<file path="src/rtl/step_pulse_gen_pkg.sv">
// Shared definitions for the button step-pulse generator: debounce FSM encoding
// and the default debounce window length.
package step_pulse_gen_pkg;

  localparam int DEBOUNCE_DEFAULT = 50000;

  localparam logic [1:0] ST_RELEASED     = 2'd0;
  localparam logic [1:0] ST_PRESS_WAIT   = 2'd1;
  localparam logic [1:0] ST_PRESSED      = 2'd2;
  localparam logic [1:0] ST_RELEASE_WAIT = 2'd3;

  typedef enum logic [1:0] {
    RELEASED     = ST_RELEASED,
    PRESS_WAIT   = ST_PRESS_WAIT,
    PRESSED      = ST_PRESSED,
    RELEASE_WAIT = ST_RELEASE_WAIT
  } db_state_t;

endpackage

</file>
<file path="src/rtl/step_pulse_gen_debounce_ch.sv">
// One button channel: 2-flop synchronizer, saturating run counter and debounce FSM.
// press is combinational and marks the edge on which the FSM enters PRESSED.
module debounce_ch
  import step_pulse_gen_pkg::*;
#(
  parameter int DEBOUNCE_CYCLES = DEBOUNCE_DEFAULT,
  parameter int CNT_W           = 16
) (
  input  logic clk,
  input  logic rst,
  input  logic btn,
  output logic press,
  output logic lvl
);

  localparam logic [CNT_W-1:0] CNT_MAX = CNT_W'(DEBOUNCE_CYCLES);
  localparam logic [CNT_W-1:0] CNT_ONE = CNT_W'(1);

  logic            sync1, sync2;
  db_state_t       state, state_nxt;
  logic [CNT_W-1:0] cnt, cnt_nxt, cnt_inc;

  always_ff @(posedge clk or negedge rst) begin
    if (!rst) begin
      sync1 <= 1'b0;
      sync2 <= 1'b0;
    end else begin
      sync1 <= btn;
      sync2 <= sync1;
    end
  end

  always_ff @(posedge clk or negedge rst) begin
    if (!rst) begin
      state <= RELEASED;
      cnt   <= '0;
    end else begin
      state <= state_nxt;
      cnt   <= cnt_nxt;
    end
  end

  always_comb begin
    state_nxt = state;
    cnt_nxt   = cnt;
    press     = 1'b0;
    cnt_inc   = (cnt >= CNT_MAX) ? CNT_MAX : cnt + CNT_ONE;
    case (state)
      RELEASED: begin
        if (sync2) begin
          state_nxt = PRESS_WAIT;
          cnt_nxt   = CNT_ONE;
        end
      end
      PRESS_WAIT: begin
        if (!sync2) begin
          state_nxt = RELEASED;
          cnt_nxt   = '0;
        end else if (cnt_inc == CNT_MAX) begin
          state_nxt = PRESSED;
          cnt_nxt   = '0;
          press     = 1'b1;
        end else begin
          cnt_nxt   = cnt_inc;
        end
      end
      PRESSED: begin
        if (!sync2) begin
          state_nxt = RELEASE_WAIT;
          cnt_nxt   = CNT_ONE;
        end
      end
      RELEASE_WAIT: begin
        if (sync2) begin
          state_nxt = PRESSED;
          cnt_nxt   = '0;
        end else if (cnt_inc == CNT_MAX) begin
          state_nxt = RELEASED;
          cnt_nxt   = '0;
        end else begin
          cnt_nxt   = cnt_inc;
        end
      end
      default: begin
        state_nxt = RELEASED;
        cnt_nxt   = '0;
      end
    endcase
  end

  assign lvl = (state == PRESSED) || (state == RELEASE_WAIT);

endmodule

</file>
<file path="src/rtl/step_pulse_gen.sv">
// Two debounced buttons turned into single-cycle up/down step requests.
// step/dir are registered one cycle after a press event; coincident presses cancel.
module step_pulse_gen
  import step_pulse_gen_pkg::*;
#(
  parameter int DEBOUNCE_CYCLES = DEBOUNCE_DEFAULT,
  parameter int CNT_W           = 16
) (
  input  logic clk,
  input  logic rst,
  input  logic btn_up,
  input  logic btn_dn,
  output logic step,
  output logic dir,
  output logic up_lvl,
  output logic dn_lvl
);

  logic up_press, dn_press;

  debounce_ch #(
    .DEBOUNCE_CYCLES (DEBOUNCE_CYCLES),
    .CNT_W           (CNT_W)
  ) u_up (
    .clk   (clk),
    .rst   (rst),
    .btn   (btn_up),
    .press (up_press),
    .lvl   (up_lvl)
  );

  debounce_ch #(
    .DEBOUNCE_CYCLES (DEBOUNCE_CYCLES),
    .CNT_W           (CNT_W)
  ) u_dn (
    .clk   (clk),
    .rst   (rst),
    .btn   (btn_dn),
    .press (dn_press),
    .lvl   (dn_lvl)
  );

  // dir only moves on an unambiguous press, so it holds between steps.
  always_ff @(posedge clk or negedge rst) begin
    if (!rst) begin
      step <= 1'b0;
      dir  <= 1'b1;
    end else begin
      step <= up_press ^ dn_press;
      if (up_press && !dn_press) begin
        dir <= 1'b1;
      end else if (dn_press && !up_press) begin
        dir <= 1'b0;
      end
    end
  end

endmodule

</file>
<file path="config.mk">
export PLATFORM = sky130hd
export DESIGN_NAME = step_pulse_gen
export DESIGN_NICKNAME = d
export VERILOG_FILES = /design/src/rtl/step_pulse_gen_pkg.sv /design/src/rtl/step_pulse_gen_debounce_ch.sv /design/src/rtl/step_pulse_gen.sv
export SDC_FILE = /design/constraint.sdc
export NUM_CORES = 1
export LEC_CHECK = 0
export CAP_MARGIN = 40
export CORE_MARGIN = 10
export CORE_UTILIZATION = 45
export CTS_BUF_LIST = sky130_fd_sc_hd__clkbuf_16
export CTS_CLUSTER_DIAMETER = 120
export DETAILED_ROUTE_END_ITERATION = 6
export SKIP_CTS_REPAIR_TIMING = 1
export SYNTH_ARGS = -nofsm -noshare
export SYNTH_HDL_FRONTEND = slang
export SYNTH_SLANG_ARGS = --single-unit
</file>
<file path="constraint.sdc">
create_clock -name clk -period 8.1 [get_ports clk]
set_input_delay 0.81 -clock clk [delete_from_list [all_inputs] [get_ports clk]]
set_output_delay 0.81 -clock clk [all_outputs]
set_load 0.05 [all_outputs]
</file>
==> impl_metrics.ini <==
[detailed_routing]
ant_nets = 0
drc = 0
via_count = 2291
drt-total-wl_microns = 6010
post_drt_wl_per_cell_microns = 15.4
dr.pass1.iters = 5
vias_per_cell = 5.86
drtIter0Drc = 283

[status]
status = complete, no violations

[global_routing]
grt_start_max_net_pins = 28
grt.overflow.total = 0
grt_usage_pct = 12.4
grt_pass1_wl_microns = 10300
antenna_found_initial = 0
grt_pass1_vias = 2114

[place]
io_buffers = 7
gp_congestion = 0.836
dp_hpwl_microns = 4340

[yosys]
yosys.area.top_type_share_pct = 37.2
synth_area_sq_um = 2760
ys.flop_type = dfrtp_1
synth_edf_count = 0
ys_top_cells_by_area = dfrtp_1 (37%), nand3_1 (5.6%), nand2_1 (5.0%), o21ai_0 (4.0%), nand4_1 (3.0%)
syn-num-nets = 334
avgSynthCellArea_sq_um = 8.48
yosys.area.top_type = dfrtp_1
postSynth.asyncResetShare_pct = 100
ys_seq_area_share_pct = 38.2
yosysWarnings = 0
synthCells = 325
ys_ff_latch = 42
synthDistinctLibCells = 59

[die]
ioPinCount = 8
die-area_sq_um = 9650
die_h_microns = 98.2
die_w_microns = 98.2
start_util_pct = 46.5
std_cell_rows = 28
core_area_sq_um = 5920

[run]
drv_cap = 0

[clock_tree]
clock_path_buffers = 2
cts_tree = yes
path_clk_slew_ns = 0.06
clk_latency_ns = 0.28
cts.sinks = 42
cts-root-buf = clkbuf_16
htreeDepth = 2
cts_made_buffers = 5

[final_layout]
area_delta_synth_final_pct = 7.72
multi_input_area_sq_um = 1540
n_antenna_cell = 0
final.fill_count = 556
fin_nets = 325
seqCellArea_sq_um = 1050
drive_above_1_share_pct = 8.54

[sta]
max_freq_ghz = 0.298
skew_ns = 0.00960
timing.hold.ws_ns = 0.350
period_minus_slack_ns = 3.35
rsz0062_at_grt = false
setup_viol = 0
hold_viol = 0
fin_crit_sh_pct = 41.4
maxSlewViolCount = 0
worst_slew_pin_slew_ns = 0.680
maxSlewHeadroom_pct = 54.5
tns_ns = 0

[hold_path]
hold_class = reg2reg

[critical_path]
r2r_start = u_dn.cnt[0]
path_class = reg2reg
reg2reg_depth = 10
worstPathMaxFanout = 10
critical_path.startpoint_type = flop
setup.worst_path.start = u_dn.cnt[0]
endpoint_kind = flop
worstPathArrival_ns = 3.55
r2r-end = dir
r2r_slack_ns = 4.75
endpoint = dir
cp_data_required_time_ns = 8.30

[power]
vdd_drop_max_mv = 0.136
p_leak_uw = 0.00124
power.density_nw_per_um2 = 212
==> synth_stat cells, types with 2 or more instances <==
master / number
or3_2: 2
and4_1: 2
o21ai_0: 22
dfrtp_1: 41
nor4_2: 2
and2_1: 2
o22ai_1: 2
a31oi_1: 3
a22o_1: 4
o211ai_1: 3
nand4b_1: 3
and3_1: 5
nand3b_1: 2
or4_1: 4
or3_1: 7
nand4_1: 13
clkbuf_1: 10
nand3_1: 31
buf_2: 15
a21oi_1: 10
mux2_2: 4
o31ai_1: 2
nor3_1: 6
nand2_1: 37
nor3b_1: 3
xor2_1: 7
a211o_1: 4
xnor2_1: 3
nand2b_1: 4
nor2_1: 21
inv_1: 12
a21o_1: 5
ha_1: 5
nor4_1: 4
==> report_power, final <==
group          internal (uW)  leakage (uW)  switching, uW
Sequential               230      0.000560           40.2
Combinational           60.6      0.000608            113
Clock                    110     0.0000723           73.2
==> placed cells by master (no fill, tap or decap), types with 6 or more instances in the layout <==
cell type and count:
nor2_1 21, clkdlybuf4s50_1 6, or3_1 7, a21oi_1 10
xor2_1 7, inv_1 14, nand4_1 13, dfrtp_1 41
nand3_1 31, o21ai_0 22, nor3_1 6, nand2_1 37
==> cells by family after synthesis <==
family	after synthesis	share of synthesized area (%)
buf+inv	38	5.90
compound gates	68	17.0
mux	6	2.54
flops	42	38.2
xor+xnor	10	3.18
fa+ha+maj	5	2.27
simple gates	156	30.9
==> worst min-delay path by stage <==
stage | from | end | slack, ns | cells past startpoint
final | u_dn.sync1 | u_dn.sync2 | 0.35 | 0
after CTS | u_dn.sync1 | u_dn.sync2 | 0.35 | 0
after global routing | u_dn.sync1 | u_dn.sync2 | 0.36 | 0
after floorplan | u_dn.sync1 | u_dn.sync2 | 0.33 | 0
after detailed placement | u_up.sync1 | u_up.sync2 | 0.34 | 0
after global placement | u_dn.sync1 | u_dn.sync2 | 0.34 | 0
==> sequential cells by signal, indices dropped and copies added (netlist names), named ones only <==
register    count
dir             1
step            1
u_dn.cnt       16
u_dn.state      1
u_dn.sync1      1
u_dn.sync2      1
u_up.cnt       16
u_up.state      1
u_up.sync1      1
u_up.sync2      1
==> routing by layer <==
| layer | track usage [%] | wire, microns |
|---|---|---|
| met1 | 18.9 | 3110 |
| met2 | 17.0 | 2510 |
| met3 | 2.26 | 347 |
| met4 | 3.75 | 48 |
| met5 | 0 | 0 |
==> final cells by class <==
cell class                 instances  area share, %
timing repair buffer              10           3.50
clock buffer                       5           4.22
clock inverter                     2          0.253
tap                               75           3.16
inverter                          12           1.52
sequential                        42           35.5
multi-input combinational        245           51.9
==> critical path, stage by stage (launching register included) <==
cell,delay [ns]
dfrtp_1,0.50
ha_1,0.37
nand3_1,0.28
nor3_1,0.42
xnor2_1,0.16
nand3_1,0.14
or4_1,0.45
nand2_1,0.16
nand4b_1,0.13
ha_1,0.33
mux2_2,0.33
==> stage by stage <==
| stage | setup slack (ns) | cell area [sq um] | total power [uW] | instances | utilization, % |
|---|---|---|---|---|---|
| after global placement | 4.92 | 2800 | 440 | 381 | 47.2 |
| after detailed placement | 4.80 | 2840 | 446 | 384 | 47.9 |
| after CTS | 4.78 | 2970 | 631 | 391 | 50.1 |
| after global routing | 4.46 | 2970 | 671 | 391 | 50.1 |
| final | 4.75 | 2970 | 628 | 391 | 50.1 |
| after floorplan | 5.32 | 2760 | 395 | 325 | - |
Note: power is estimated with default switching activity, not from simulation.
==> patch 1: new RTL, same flow settings <==
Make the reset (`rst`) synchronous in 3 clocked blocks.
--- a/src/rtl/step_pulse_gen_debounce_ch.sv
+++ b/src/rtl/step_pulse_gen_debounce_ch.sv
@@ -20,7 +20,7 @@
   db_state_t       state, state_nxt;
   logic [CNT_W-1:0] cnt, cnt_nxt, cnt_inc;
 
-  always_ff @(posedge clk or negedge rst) begin
+  always_ff @(posedge clk) begin
     if (!rst) begin
       sync1 <= 1'b0;
       sync2 <= 1'b0;
@@ -30,7 +30,7 @@
     end
   end
 
-  always_ff @(posedge clk or negedge rst) begin
+  always_ff @(posedge clk) begin
     if (!rst) begin
       state <= RELEASED;
       cnt   <= '0;
--- a/src/rtl/step_pulse_gen.sv
+++ b/src/rtl/step_pulse_gen.sv
@@ -41,7 +41,7 @@
   );
 
   // dir only moves on an unambiguous press, so it holds between steps.
-  always_ff @(posedge clk or negedge rst) begin
+  always_ff @(posedge clk) begin
     if (!rst) begin
       step <= 1'b0;
       dir  <= 1'b1;
Check against the original RTL: no difference found for any inputs over 10 cycles, from zero or initial values and one cycle with rst low; that may be too few to reach the edited logic, so the function may still have changed.
==> patch 1 against the unedited design <==
  * Synthesized cell count up 7.4%
  * Worst setup slack better by 0.19 ns
  * Global-route usage is 0.17 points higher
  * Sequential share of layout area shrank 7.2 points
  * Cell area grew 0.17%
  * Routed wire length increased by 2.7%
  * Count of clock-buffer cells in the layout stayed put
  * Sequential cell count unchanged
  * First-iteration DRC count decreased by 29%
  * Synthesized area is 0.41% lower
  * Critical endpoint is now step
Power is not compared: it rests on default switching activity, and its combinational part moved more than twofold at a synthesized area within 25%.
==> patch 1: results <==
set metrics [dict create \
    min_path_cells 1 \
    reg2reg_slack_ns 4.94 \
    synth.area.top_cells "dfxtp_1 31%, nand2_1 6.0%, a21oi_1 3.8%, nor2_1 3.8%, o21ai_0 3.3%" \
    yosysUniqueCellTypes 70 \
    place_congestion 0.864 \
    wl_per_cell_um 14.8 \
    min_to "u_dn.sync2" \
    use_met2_pct 17.5 \
    status "finished, final reports clean" \
    ys.flop_type "dfxtp_1" \
    worst_ep_arrival_time_ns 3.37 \
    reg2reg_to "step" \
    met3_length_um 289 \
    wl_met1_um 3250 \
    wl_met2_um 2570 \
    use_met1_pct 18.5 \
    placed_cell_area_um2 2800 \
    vias 2450 \
    r2r-start "u_up.cnt[1]" \
    layout.nets 350 \
    grt_max_degree 26 \
    worstMarginPinSlew_ns 0.757 \
    grt_pass1_wl_um 10600 \
    use_met3_pct 2.47 \
    cp_max_fo 11 \
    synth_common_cells "44 x nand2_1, 42 x dfxtp_1, 28 x nor2_1, 21 x a21oi_1, 18 x o21ai_0" \
    seq_area_frac_synth_pct 30.6 \
    hp-start "u_dn.sync1" \
]
-- patch 1: where the power goes --
part	leakage [nW]	switching [mW]	total, mW	internal (mW)
registers	0.340	0.00203	0.210	0.208
logic	0.572	0.00964	0.0146	0.00499
clock network	0.0760	0.0857	0.231	0.145
total	0.988	0.0974	0.456	0.359
-- patch 1: critical path: stages (launching register included) --
cell	delay [ns]
dfxtp_1	0.44
ha_1	0.28
nand3_1	0.32
or4_1	0.61
o32a_1	0.18
a211oi_2	0.31
a21oi_1	0.15
nor4b_2	0.38
inv_2	0.05
ha_1	0.28
nor2_1	0.09
-- patch 1: metrics by stage --
step	utilization (%)	total power, mW	hold WS, ns	setup slack, ns	instances
floorplan	-	0.224	0.412	5.45	349
detailed placement	47.3	0.230	0.426	4.93	408
global placement	47.1	0.229	0.420	5.03	407
finish	50.2	0.456	0.438	4.94	416
global route	50.2	0.470	0.459	4.67	416
CTS	50.2	0.460	0.444	4.91	416
-- patch 1: cell families (layout without fill, tap and decap cells) --
family | after synthesis | after routing | synth area share [%]
AND/OR/NAND/NOR | 158 | 158 | 32.1
AO/OA/AOI/OAI | 92 | 92 | 24.2
flip-flops | 42 | 42 | 30.6
buffers and inverters | 38 | 30 | 6.16
XOR/XNOR | 11 | 11 | 3.51
adder cells (fa/ha/maj) | 6 | 6 | 2.74
multiplexers | 2 | 2 | 0.730
-- patch 1: final cells by class --
class / count / area, µm² / share of cell area (%)
inverters: 14 / 52.6 / 1.77
clock buffers: 5 / 125 / 4.21
repair buffers: 8 / 81.3 / 2.74
multi-input cells: 269 / 1730 / 58.3
clock inverters: 3 / 45.0 / 1.52
flip-flops and latches: 42 / 841 / 28.3
well taps: 75 / 93.8 / 3.16
==> patch 2: new RTL, same flow settings <==
Without the edit above. `CNT_W` is set to 16 in 2 places; all go to 32.
--- a/src/rtl/step_pulse_gen_debounce_ch.sv
+++ b/src/rtl/step_pulse_gen_debounce_ch.sv
@@ -4,7 +4,7 @@
   import step_pulse_gen_pkg::*;
 #(
   parameter int DEBOUNCE_CYCLES = DEBOUNCE_DEFAULT,
-  parameter int CNT_W           = 16
+  parameter int CNT_W           = 32
 ) (
   input  logic clk,
   input  logic rst,
--- a/src/rtl/step_pulse_gen.sv
+++ b/src/rtl/step_pulse_gen.sv
@@ -4,7 +4,7 @@
   import step_pulse_gen_pkg::*;
 #(
   parameter int DEBOUNCE_CYCLES = DEBOUNCE_DEFAULT,
-  parameter int CNT_W           = 16
+  parameter int CNT_W           = 32
 ) (
   input  logic clk,
   input  logic rst,
Check against the original RTL: same outputs for any inputs over 10 cycles, from zero or initial values and one cycle with rst low; that may be too few to reach the edited logic, so the function may still have changed.
==> patch 2 against the unedited design <==
  * Cell area increased by 43%
  * Clock power grew 120%
  * Routed wire length is 17% higher
  * Worst hold slack lost 0.0029 ns
  * Cell count up 27%
  * Sequential cell count is 32 higher
  * Sequential share of layout area up 8.1 points
  * Worst setup slack improved by 0.32 ns
  * Power rose by 30%
  * Synthesized area rose by 39%
==> patch 2: results <==
set metrics [dict create \
    status "finished, final reports clean" \
    drt_pass1_iterations 4 \
    max_stage_delay_ns 0.46 \
    use_met1_pct 16.3 \
    use_met3_pct 3.51 \
    clockRootBuffer "clkbuf_16" \
    wl_per_cell_um 14.2 \
    worst_ep_arrival_time_ns 3.29 \
    setup_ws_ns 5.07 \
    num_rows 33 \
    wl_met1_um 3710 \
    wl_met2_um 3000 \
    reg_top3 "u_dn.cnt x32, u_up.cnt x32" \
    synth-adder-area-share_pct 1.63 \
    yosysUniqueCellTypes 61 \
    yosys_warnings 0 \
    nFillCells 765 \
    synth_mux_area_share_pct 1.66 \
    use_met2_pct 17.4 \
    dp_slack_ns 5.08 \
    max_slew_margin_pct 55.7 \
    place_congestion 0.816 \
    place_hpwl_um 4840 \
    clk_latency_ns 0.33 \
    ir_drop_mv 0.125 \
    met3_length_um 232 \
    synth_common_cells "73 x dfrtp_1, 37 x and2_1, 37 x nand2_1, 23 x nor2_1, 15 x nand3_1" \
    synth_compound_area_share_pct 14.2 \
    ctsHtreeMaxLevel 3 \
    grt_max_degree 55 \
    layout-drive-gt1-share_pct 11.0 \
    reg2reg_depth 9 \
    skew_ns 0.00779 \
    synth_xor_area_share_pct 1.37 \
    leakage_nw 2.04 \
    vias 2733 \
    synth_fp_nets 398 \
    first_iter_violations 95 \
    area_growth_pct 10.9 \
    cp_max_fo 14 \
    numCtsBuffers 9 \
    seq_area_frac_synth_pct 48.3 \
    grt_usage_pct 12.0 \
    grt_pass1_wl_um 12800 \
    dr.max_layer_used "met4" \
]
==> patch 2: changes by cell type after synthesis, sizes merged, moves of 5 or more <==
cell / delta
a211o: +5
and2: +35
nand4: -7
dfrtp: +32
a21o: +8
nand3: -16
nor3b: +7
nor4: +9
o21ai: -6
==> patch 2: final cells by class <==
type | instances | area [µm²] | share of cell area (%)
Sequential cell | 74 | 1850 | 43.5
Tap cell | 105 | 131 | 3.09
Clock buffer | 9 | 225 | 5.29
Inverter | 13 | 48.8 | 1.15
Timing Repair Buffer | 10 | 110 | 2.59
Clock inverter | 7 | 75.1 | 1.76
Multi-Input combinational cell | 279 | 1810 | 42.6
==> patch 2: how the worst min path moves through the flow <==
| stage | slack (ns) | endpoint |
|---|---|---|
| finish | 0.35 | u_dn.sync2 |
| global route | 0.36 | u_up.sync2 |
| CTS | 0.35 | u_dn.sync2 |
| detailed placement | 0.33 | u_dn.sync2 |
| global placement | 0.33 | u_dn.sync2 |
| floorplan | 0.33 | u_dn.sync2 |
==> patch 2: where the power goes <==
| group | total [mW] | internal [mW] | switching, mW |
|---|---|---|---|
| clock network | 0.400 | 0.240 | 0.160 |
| logic | 0.0342 | 0.0110 | 0.0232 |
| registers | 0.380 | 0.374 | 0.00609 |
==> patch 2: metrics by stage <==
stage | hold slack, ns | instances | cell area, µm² | total power, mW
after floorplan | 0.331 | 389 | 3840 | 0.407
after global placement | 0.333 | 479 | 3920 | 0.420
after detailed placement | 0.335 | 481 | 3960 | 0.422
after CTS | 0.348 | 497 | 4260 | 0.826
after global routing | 0.364 | 497 | 4260 | 0.847
final | 0.347 | 497 | 4260 | 0.815
